--- src/rtl/bsg_locking_arb_rr_pkg.sv ---
// Shared types for the locking round-robin arbiter.
package bsg_locking_arb_rr_pkg;

  typedef enum logic [0:0] {
    IDLE   = 1'b0,
    LOCKED = 1'b1
  } bsg_locking_arb_state_e;

endpackage

--- src/rtl/bsg_locking_arb_rr_pe.sv ---
// Rotating-priority encoder: first request at or above ptr_i, wrapping to 0.
// Masked requesters lose unless nobody else is asking.
module bsg_locking_arb_rr_pe #(
  parameter int inputs_p = 16,
  parameter int rr_p     = 1
) (
  input  logic [inputs_p-1:0]         reqs_i,
  input  logic [$clog2(inputs_p)-1:0] ptr_i,
  input  logic [inputs_p-1:0]         excl_i,
  output logic [inputs_p-1:0]         grant_o,
  output logic                        v_o
);

  logic [inputs_p-1:0]         masked;
  logic [inputs_p-1:0]         cand;
  logic [$clog2(inputs_p)-1:0] ptr_eff;
  logic                        found;

  assign masked  = reqs_i & ~excl_i;
  assign cand    = (|masked) ? masked : reqs_i;
  assign v_o     = |cand;
  // A zero pointer turns the two-pass scan into a plain lo-to-hi encoder.
  assign ptr_eff = (rr_p != 0) ? ptr_i : '0;

  always_comb begin
    grant_o = '0;
    found   = 1'b0;
    for (int j = 0; j < inputs_p; j++) begin
      if (!found && cand[j] && (j >= int'(ptr_eff))) begin
        grant_o[j] = 1'b1;
        found      = 1'b1;
      end
    end
    for (int j = 0; j < inputs_p; j++) begin
      if (!found && cand[j]) begin
        grant_o[j] = 1'b1;
        found      = 1'b1;
      end
    end
  end

endmodule

--- src/rtl/bsg_locking_arb_rr.sv ---
// Locking arbiter: a winner keeps the grant until unlock_i or a beat-count limit,
// then priority rotates past it (or, with fixed priority, it is skipped once).
module bsg_locking_arb_rr
  import bsg_locking_arb_rr_pkg::*;
#(
  parameter int inputs_p   = 16,
  parameter int rr_p       = 1,
  parameter int max_hold_p = 0
) (
  input  logic                        clk_i,
  input  logic                        reset_n_i,
  input  logic                        ready_i,
  input  logic [inputs_p-1:0]         reqs_i,
  input  logic                        unlock_i,
  output logic [inputs_p-1:0]         grants_o,
  output logic                        locked_o,
  output logic [$clog2(inputs_p)-1:0] owner_id_o
);

  localparam int id_w_lp     = $clog2(inputs_p);
  localparam int hold_w_lp   = (max_hold_p > 0) ? $clog2(max_hold_p + 1) : 8;
  localparam int hold_sat_lp = (max_hold_p > 0) ? max_hold_p : 255;

  bsg_locking_arb_state_e state_r;
  logic [id_w_lp-1:0]     rr_ptr_r;
  logic [hold_w_lp-1:0]   hold_cnt_r;
  logic [hold_w_lp-1:0]   hold_nxt;
  logic                   excl_r;
  logic                   hit_max;
  logic                   beat;
  logic [inputs_p-1:0]    owner_oh;
  logic [inputs_p-1:0]    pe_grant;
  logic                   pe_v;
  logic [id_w_lp-1:0]     win_id;

  function automatic logic [id_w_lp-1:0] ptr_after(input logic [id_w_lp-1:0] id);
    return (int'(id) == inputs_p - 1) ? '0 : id + 1'b1;
  endfunction

  assign locked_o = (state_r == LOCKED);

  always_comb begin
    owner_oh             = '0;
    owner_oh[owner_id_o] = 1'b1;
  end

  bsg_locking_arb_rr_pe #(
    .inputs_p(inputs_p),
    .rr_p    (rr_p)
  ) u_pe (
    .reqs_i (reqs_i),
    .ptr_i  (rr_ptr_r),
    .excl_i (excl_r ? owner_oh : '0),
    .grant_o(pe_grant),
    .v_o    (pe_v)
  );

  always_comb begin
    grants_o = '0;
    if (reset_n_i && ready_i) begin
      if (state_r == LOCKED) grants_o = owner_oh & reqs_i;
      else if (pe_v)         grants_o = pe_grant;
    end
  end

  assign beat = |grants_o;

  always_comb begin
    win_id = '0;
    for (int i = 0; i < inputs_p; i++) begin
      if (pe_grant[i]) win_id = id_w_lp'(i);
    end
  end

  always_comb begin
    hold_nxt = hold_cnt_r;
    if (hold_cnt_r != hold_w_lp'(hold_sat_lp)) hold_nxt = hold_cnt_r + 1'b1;
    hit_max = (max_hold_p > 0) && (hold_nxt == hold_w_lp'(hold_sat_lp));
  end

  // A release without unlock_i is a forced one; only fixed priority needs the skip mask.
  always_ff @(posedge clk_i) begin
    if (!reset_n_i) begin
      state_r    <= IDLE;
      rr_ptr_r   <= '0;
      hold_cnt_r <= '0;
      owner_id_o <= '0;
      excl_r     <= 1'b0;
    end else begin
      unique case (state_r)
        IDLE: begin
          if (beat) begin
            owner_id_o <= win_id;
            if (unlock_i || (max_hold_p == 1)) begin
              rr_ptr_r <= ptr_after(win_id);
              excl_r   <= !unlock_i && (rr_p == 0);
            end else begin
              state_r    <= LOCKED;
              hold_cnt_r <= hold_w_lp'(1);
              excl_r     <= 1'b0;
            end
          end
        end
        LOCKED: begin
          if (beat) hold_cnt_r <= hold_nxt;
          if (unlock_i || (beat && hit_max)) begin
            state_r  <= IDLE;
            rr_ptr_r <= ptr_after(owner_id_o);
            excl_r   <= !unlock_i && (rr_p == 0);
          end
        end
        default: state_r <= IDLE;
      endcase
    end
  end

endmodule

--- config.mk ---
export PLATFORM = sky130hd
export DESIGN_NAME = bsg_locking_arb_rr
export DESIGN_NICKNAME = d
export VERILOG_FILES = /design/src/rtl/bsg_locking_arb_rr_pkg.sv /design/src/rtl/bsg_locking_arb_rr_pe.sv /design/src/rtl/bsg_locking_arb_rr.sv
export SDC_FILE = /design/constraint.sdc
export NUM_CORES = 1
export LEC_CHECK = 0
export BUFFER_PORTS_ARGS = -buffer_cell sky130_fd_sc_hd__buf_2
export CAP_MARGIN = 25
export CORE_ASPECT_RATIO = 0.8
export CORE_MARGIN = 2
export CORE_UTILIZATION = 51
export DETAILED_ROUTE_END_ITERATION = 12
export PLACE_DENSITY = 0.77
export SKIP_CTS_REPAIR_TIMING = 1
export SYNTH_ARGS = -nofsm -noshare
export SYNTH_HDL_FRONTEND = slang
export SYNTH_HIERARCHICAL = 1
export SYNTH_SLANG_ARGS = --single-unit
--- constraint.sdc ---
create_clock -name clk_i -period 3.9 [get_ports clk_i]
set_input_delay 0.78 -clock clk_i [delete_from_list [all_inputs] [get_ports clk_i]]
set_output_delay 0.78 -clock clk_i [all_outputs]
set_load 0.01 [all_outputs]
Word-level counts from Yosys, hierarchy flattened
Index checks and enable logic that the tools add are counted.
{"block": "word_totals", "register_bits": 10, "inputBits": 20, "output_inout_bits": 21, "elab_cells": 213}
{"block": "classes", "addsub": 2, "order_cmp": 17, "eq_ne": 5, "mux": 96, "bitwise": 4, "reduce_logical": 85}
{"cell": "16-bit two-way mux", "count": 5}
{"cell": "4-bit two-way mux", "count": 19}
{"cell": "1-bit two-way mux", "count": 68}
{"cell": "1-bit logical AND", "count": 48}
{"cell": "16-bit OR reduction", "count": 3}
{"cell": "16-bit AND", "count": 2}
{"cell": "1-bit logical NOT", "count": 31}
{"cell": "4-bit greater-or-equal comparator (first input constant)", "count": 7}
{"cell": "3-bit by 4-bit greater-or-equal comparator with 1-bit output (first input constant)", "count": 4}
{"cell": "16-bit inverter", "count": 1}
{"cell": "4-bit by 1-bit adder with 4-bit output (second input constant)", "count": 2}
{"cell": "4-bit by 1-bit == test with 1-bit output (second input constant)", "count": 2}
{"cell": "1-bit by 4-bit greater-or-equal comparator with 1-bit output (first input constant)", "count": 2}
{"cell": "2-bit by 4-bit greater-or-equal comparator with 1-bit output (first input constant)", "count": 2}
{"cell": "4-bit case mux with 2 select lines", "count": 1}
{"cell": "2-bit inequality test (second input constant)", "count": 3}
{"cell": "4-bit by 5-bit less-than comparator with 1-bit output (second input constant)", "count": 1}
{"cell": "1-bit demux with 4-bit select", "count": 1}
{"cell": "4-bit by 1-bit greater-or-equal comparator with 1-bit output (second input constant)", "count": 1}
{"cell": "1-bit case mux with 2 select lines", "count": 2}
{"cell": "2-bit AND reduction", "count": 2}
{"cell": "3-bit AND reduction", "count": 1}
{"cell": "1-bit inverter", "count": 1}

Logic depth before layout (Yosys ltp)
{"block": "depth", "depth_word": 124, "depth_mapped": 20, "ltp_nobuf": 18}

Hierarchy
Netlist, hierarchy kept.
{"module": "bsg_locking_arb_rr", "instances": 1, "cells_each": 129, "area_each_um2": 1051.0, "seq_area_each_um2": 180.2}
{"module": "bsg_locking_arb_rr_pe", "instances": 1, "cells_each": 148, "area_each_um2": 915.9, "seq_area_each_um2": 0.0}

Least setup slack after synthesis
No wires, ideal clock.
{"block": "synth_path", "path_type": "input -> register", "start": "input reqs_i[5]", "end": "register rr_ptr_r[2]", "setup_ps": 66, "arrival_time_ps": 3813, "t_required_ps": 3834, "path_slack_ps": 20, "stages": 13, "n_path_buf": 0, "path_cell_list": "a21boi_1 a32o_1 nor4b_4 nand3_1 o32ai_1 nor4_1 a2111o_1 ha_1 inv_1 xnor2_1 nor2_1 a211o_1 a21oi_2"}
{"block": "synth_via", "elab_cells_between_ends": 171, "classes_between": "add/sub: 1; eq/ne: 2; mux: 85; bitwise: 2; reduce/logical: 81"}
{"element": "from (decl)", "line_no": "bsg_locking_arb_rr.sv:13", "text": "input logic [inputs_p-1:0] reqs_i,"}
{"element": "16-bit AND", "line_no": "bsg_locking_arb_rr_pe.sv:19", "text": "assign masked = reqs_i & ~excl_i;"}
{"element": "16-bit OR reduction", "line_no": "bsg_locking_arb_rr_pe.sv:20", "text": "assign cand = (|masked) ? masked : reqs_i;"}
{"element": "16-bit two-way mux *", "line_no": "bsg_locking_arb_rr_pe.sv:20"}
{"element": "1-bit logical AND", "line_no": "bsg_locking_arb_rr_pe.sv:29", "text": "if (!found && cand[j] && (j >= int'(ptr_eff))) begin"}
{"element": "1-bit two-way mux", "line_no": "bsg_locking_arb_rr_pe.sv:29"}
{"element": "1-bit logical NOT", "line_no": "bsg_locking_arb_rr_pe.sv:29"}
{"element": "1-bit logical AND (2 in series)", "line_no": "bsg_locking_arb_rr_pe.sv:29"}
{"element": "1-bit two-way mux", "line_no": "bsg_locking_arb_rr_pe.sv:29"}
{"element": "[97 not listed]"}
{"element": "named net pe_grant[13]", "line_no": "bsg_locking_arb_rr.sv:32", "text": "logic [inputs_p-1:0] pe_grant;"}
{"element": "4-bit two-way mux * (3 in series)", "line_no": "bsg_locking_arb_rr.sv:71", "text": "if (pe_grant[i]) win_id = id_w_lp'(i);"}
{"element": "named net win_id[1]", "line_no": "bsg_locking_arb_rr.sv:34", "text": "logic [id_w_lp-1:0] win_id;"}
{"element": "4-bit by 1-bit adder with 4-bit output or 4-bit by 1-bit == test with 1-bit output (tied branches)", "line_no": "bsg_locking_arb_rr.sv:37", "text": "return (int'(id) == inputs_p - 1) ? '0 : id + 1'b1;"}
{"element": "4-bit two-way mux *", "line_no": "bsg_locking_arb_rr.sv:37"}
{"element": "4-bit two-way mux *", "line_no": "bsg_locking_arb_rr.sv:94", "text": "if (unlock_i || (max_hold_p == 1)) begin"}
{"element": "4-bit two-way mux *", "line_no": "bsg_locking_arb_rr.sv:92", "text": "if (beat) begin"}
{"element": "4-bit case mux with 2 select lines *", "line_no": "bsg_locking_arb_rr.sv:90", "text": "unique case (state_r)"}
{"element": "to (signal assigned)", "line_no": "bsg_locking_arb_rr.sv:95", "text": "rr_ptr_r <= ptr_after(win_id);"}
{"element": "to (signal assigned)", "line_no": "bsg_locking_arb_rr.sv:108", "text": "rr_ptr_r <= ptr_after(owner_id_o);"}
{"element": "to (decl)", "line_no": "bsg_locking_arb_rr.sv:25", "text": "logic [id_w_lp-1:0] rr_ptr_r;"}
The timed path passes the listed nets; every way through them passes the cells marked *. The select of a mux whose other input is x is not followed.
A chain may end at the register's enable or synchronous reset.

Final worst setup path
{"block": "layout_path", "start": "input reqs_i[2]", "end": "register rr_ptr_r[2]"}
{"block": "layout_via", "elab_cells_between_ends": 171, "classes_between": "add/sub: 1; eq/ne: 2; mux: 85; bitwise: 2; reduce/logical: 81"}
{"element": "16-bit AND", "line_no": "bsg_locking_arb_rr_pe.sv:19"}
{"element": "16-bit OR reduction", "line_no": "bsg_locking_arb_rr_pe.sv:20"}
{"element": "16-bit two-way mux *", "line_no": "bsg_locking_arb_rr_pe.sv:20"}
{"element": "1-bit logical AND", "line_no": "bsg_locking_arb_rr_pe.sv:29"}
{"element": "1-bit two-way mux", "line_no": "bsg_locking_arb_rr_pe.sv:29"}
{"element": "1-bit logical NOT", "line_no": "bsg_locking_arb_rr_pe.sv:29"}
{"element": "1-bit logical AND (2 in series)", "line_no": "bsg_locking_arb_rr_pe.sv:29"}
{"element": "1-bit two-way mux", "line_no": "bsg_locking_arb_rr_pe.sv:29"}
{"element": "[76 not listed]"}
{"element": "named net pe_grant[6]", "line_no": "bsg_locking_arb_rr.sv:32"}
{"element": "4-bit two-way mux * (10 in series)", "line_no": "bsg_locking_arb_rr.sv:71"}
{"element": "named net win_id[0]", "line_no": "bsg_locking_arb_rr.sv:34"}
{"element": "4-bit by 1-bit adder with 4-bit output or 4-bit by 1-bit == test with 1-bit output (tied branches)", "line_no": "bsg_locking_arb_rr.sv:37"}
{"element": "4-bit two-way mux *", "line_no": "bsg_locking_arb_rr.sv:37"}
{"element": "4-bit two-way mux *", "line_no": "bsg_locking_arb_rr.sv:94"}
{"element": "4-bit two-way mux *", "line_no": "bsg_locking_arb_rr.sv:92"}
{"element": "4-bit case mux with 2 select lines *", "line_no": "bsg_locking_arb_rr.sv:90"}
Marked as above.

==> summary.md <==
| Metric | Value |
|---|---|
| Outcome | `finished clean` |
| Synth async-reset ratio | `0%` |
| Pwr Density | `213 nW/um2` |
| Port Buffers | `40` |
| Power Total | `approximately 0.53 mW` |
| Hold WC Path Type | `reg2reg` |
| Synthesized instance count | `between 200 and 300` |
| Initial Utilization | `between 50% and 60%` |
| P&R area growth vs syn | `27.6%` |
| Max Fclk | `around 270 MHz` |
| Top FF cell, synth | `dfxtp_1` |
| Worst-case clock buffer depth | `2` |
| Fillcell total | `between 300 and 400` |
| 1st-iter DRT viols | `roughly 310` |
| Num ports | `a little over 40` |
| VDD IR max | `roughly 140 uV` |
| Placer's final routability congestion estimate | `1.03` |
| DR pass1 iterations | `5` |
| Req. time, crit path | `approximately 4 ns` |
| Yosys cell types | `67` |
| Clock share of power | `about a fifth` |
| Static leakage | `between 1 and 1.5 nW` |
| Via Count | `around 2600` |
| Largest net degree at the start of global routing | `16` |
| Routed len/inst | `roughly 16 um` |
| Congestion Overflow GR | `0` |
| Final worst path period share | `roughly 93%` |
| CP max FO | `5` |
| Die area | `~4400 um2` |
| Top-area cell type share of the netlist area | `under 10%` |
| Transition time of the tightest slew-check pin | `0.690 ns` |
| CTS tree | `done` |
| Clock slew at reported path FFs | `about 0.05 ns` |
| CORE AREA | `~3800 um2` |
| Cell area after layout | `2510 um2` |
| Rows | `20` |
| Gate power share | `56.1%` |
| Fin. max-slew vios | `0` |
| Vias in the first global route | `2196` |
| Die width | `73.4 um` |
| Number of synthesized flops with an enable pin | `0` |
| H-tree depth | `1` |
| Cell Area, Synth | `1970 um2` |
| Die Y | `approximately 60 um` |
| Net Sw Power | `about 0.24 mW` |
| Clock Latency Late Sink | `roughly 0.24 ns` |
| CTS sink count | `9` |
| Int Pwr | `between 0.2 and 0.3 mW` |
| DP Area | `around 2400 um2` |
| Slew HR | `between 50 and 60%` |
| CTS root buf | `clkbuf_8` |
| Final Net Count | `~400` |
| Cell accounting for the most synthesized area | `dfxtp_1` |
| Post-route DRC | `0` |
| Setup violators final | `0` |
| Antenna violations before repair | `0` |
| Vias per Instance | `6.23` |
| RSZ-0062 raised after global routing | `false` |
| DPL Wire Length | `roughly 5400 um` |
| CP Capture Type | `register` |
| Fin Clk Skew | `0.00247 ns` |
| Mean post-synth cell area | `a little over 7 um2` |
| Sequential Power Share | `roughly 23%` |
| Setup CP Type | `in2reg` |
| Register area share after synthesis | `a little over 9%` |
| N_diodes | `0` |
| Synth Register Bits | `9` |
| Worst EP arrival | `about 3.8 ns` |
| Global-route wire length before repair | `~11000 um` |
| Post-DRT Antenna Nets | `0` |
| Net Sw Frac | `between 40% and 50%` |
| Max cap viols | `0` |
| Final count of hold timing violations | `0` |
| Total routed wirelength | `just under 7000 um` |
| Share of cells above drive strength 1 | `approximately a quarter` |
| Minimum clock period | `between 3 and 4 ns` |
| Post-Route Utilization | `about two thirds` |
| GRT Total Usage | `32.1%` |
| CTS buffer count | `3` |
| CP Launch Type | `input port` |
| Leading post-synthesis cells by instance count | `29 x nand2_1, 29 x nor2_1, 17 x inv_1, 13 x a21oi_1, 12 x nor2b_1` |
| Synth area leaders | `dfxtp_1 9.2%, nand2_1 5.5%, nor2_1 5.5%` |
| Ys Warns | `6` |
cell families after synthesis:
group / share of synthesized area [%]
flops: 9.16
other cells: 0.191
compound gates: 38.6
fa+ha+maj: 3.18
mux: 2.10
buf+inv: 7.12
xor+xnor: 0.891
simple gates: 38.7
stage by stage:
step / TNS (ns) / instances / setup WS, ns / hold WS (ns)
after floorplan: 0 / 311 / 0.0204 / 0.460
after global routing: 0 / 411 / 0.0111 / 0.601
after global placement: -0.00287 / 407 / -0.00287 / 0.577
final: 0 / 411 / 0.262 / 0.588
after CTS: 0 / 411 / 0.198 / 0.596
after detailed placement: 0 / 407 / 0.0407 / 0.580
routing by layer:
metal | GRT usage [%] | wire [um]
met1 | 48.8 | 3180
met4 | 7.79 | 109
met2 | 47.1 | 2810
met5 | 0 | 0
met3 | 4.76 | 624
cells in the final DEF, fill, tap and decap left out, types with 5 or more instances in the layout:
| cell | n |
|---|---|
| buf_2 | 40 |
| conb_1 | 35 |
| nor2_1 | 29 |
| nand2_1 | 29 |
| buf_4 | 23 |
| inv_1 | 17 |
| a21oi_1 | 13 |
| nor2b_1 | 12 |
| nand4_1 | 10 |
| o21ai_0 | 10 |
| nand3_1 | 9 |
| a32o_1 | 9 |
| nand2b_1 | 8 |
| a32oi_1 | 8 |
| nor3_1 | 7 |
| o21ai_1 | 6 |
| a22oi_1 | 6 |
| ha_1 | 5 |
| dfxtp_1 | 5 |
state kept, by name, summed over array words and instances, names as in the netlist:
signal	flops
locked_o	1
rr_ptr_r	4
owner_id_o	4
final cells by class:
| class | count | area (um2) | area share, % |
|---|---|---|---|
| Timing Repair Buffer | 63 | 373 | 14.9 |
| Multi-Input combinational cell | 274 | 1790 | 71.2 |
| Tap cell | 44 | 55.1 | 2.19 |
| Sequential cell | 9 | 185 | 7.38 |
| Clock buffer | 4 | 45.0 | 1.79 |
| Inverter | 17 | 63.8 | 2.54 |
worst paths after layout:
| check | slack (ns) | start | depth (start not counted) | end |
|---|---|---|---|---|
| min reg2reg | 0.59 | rr_ptr_r[2] | 2 | rr_ptr_r[2] |
| min | 0.59 | rr_ptr_r[2] | 2 | rr_ptr_r[2] |
| max reg2reg | 0.34 | rr_ptr_r[1] | 15 | rr_ptr_r[3] |
| max | 0.26 | reqs_i[2] | 17 | rr_ptr_r[2] |
power groups by stage:
stage	Sequential, mW	Combinational, mW	Clock (mW)
after global routing	0.123	0.330	0.117
after CTS	0.119	0.289	0.114
final	0.122	0.300	0.113
after floorplan	0.110	0.203	0
after global placement	0.121	0.285	0
after detailed placement	0.121	0.287	0
critical path: stages:
cell and delay [ns]:
buf_2 0.13, o21ai_0 0.15, nand4_1 0.27, buf_4 0.22, nor3_1 0.28, a31oi_1 0.15
nor2_1 0.33, inv_1 0.08, a21oi_1 0.23, o2111ai_1 0.15, and2_1 0.21, ha_1 0.17
inv_1 0.08, xnor2_1 0.12, nor2_1 0.06, a211o_1 0.28, a21oi_2 0.11
No activity file was read; power rests on OpenSTA's default activity.
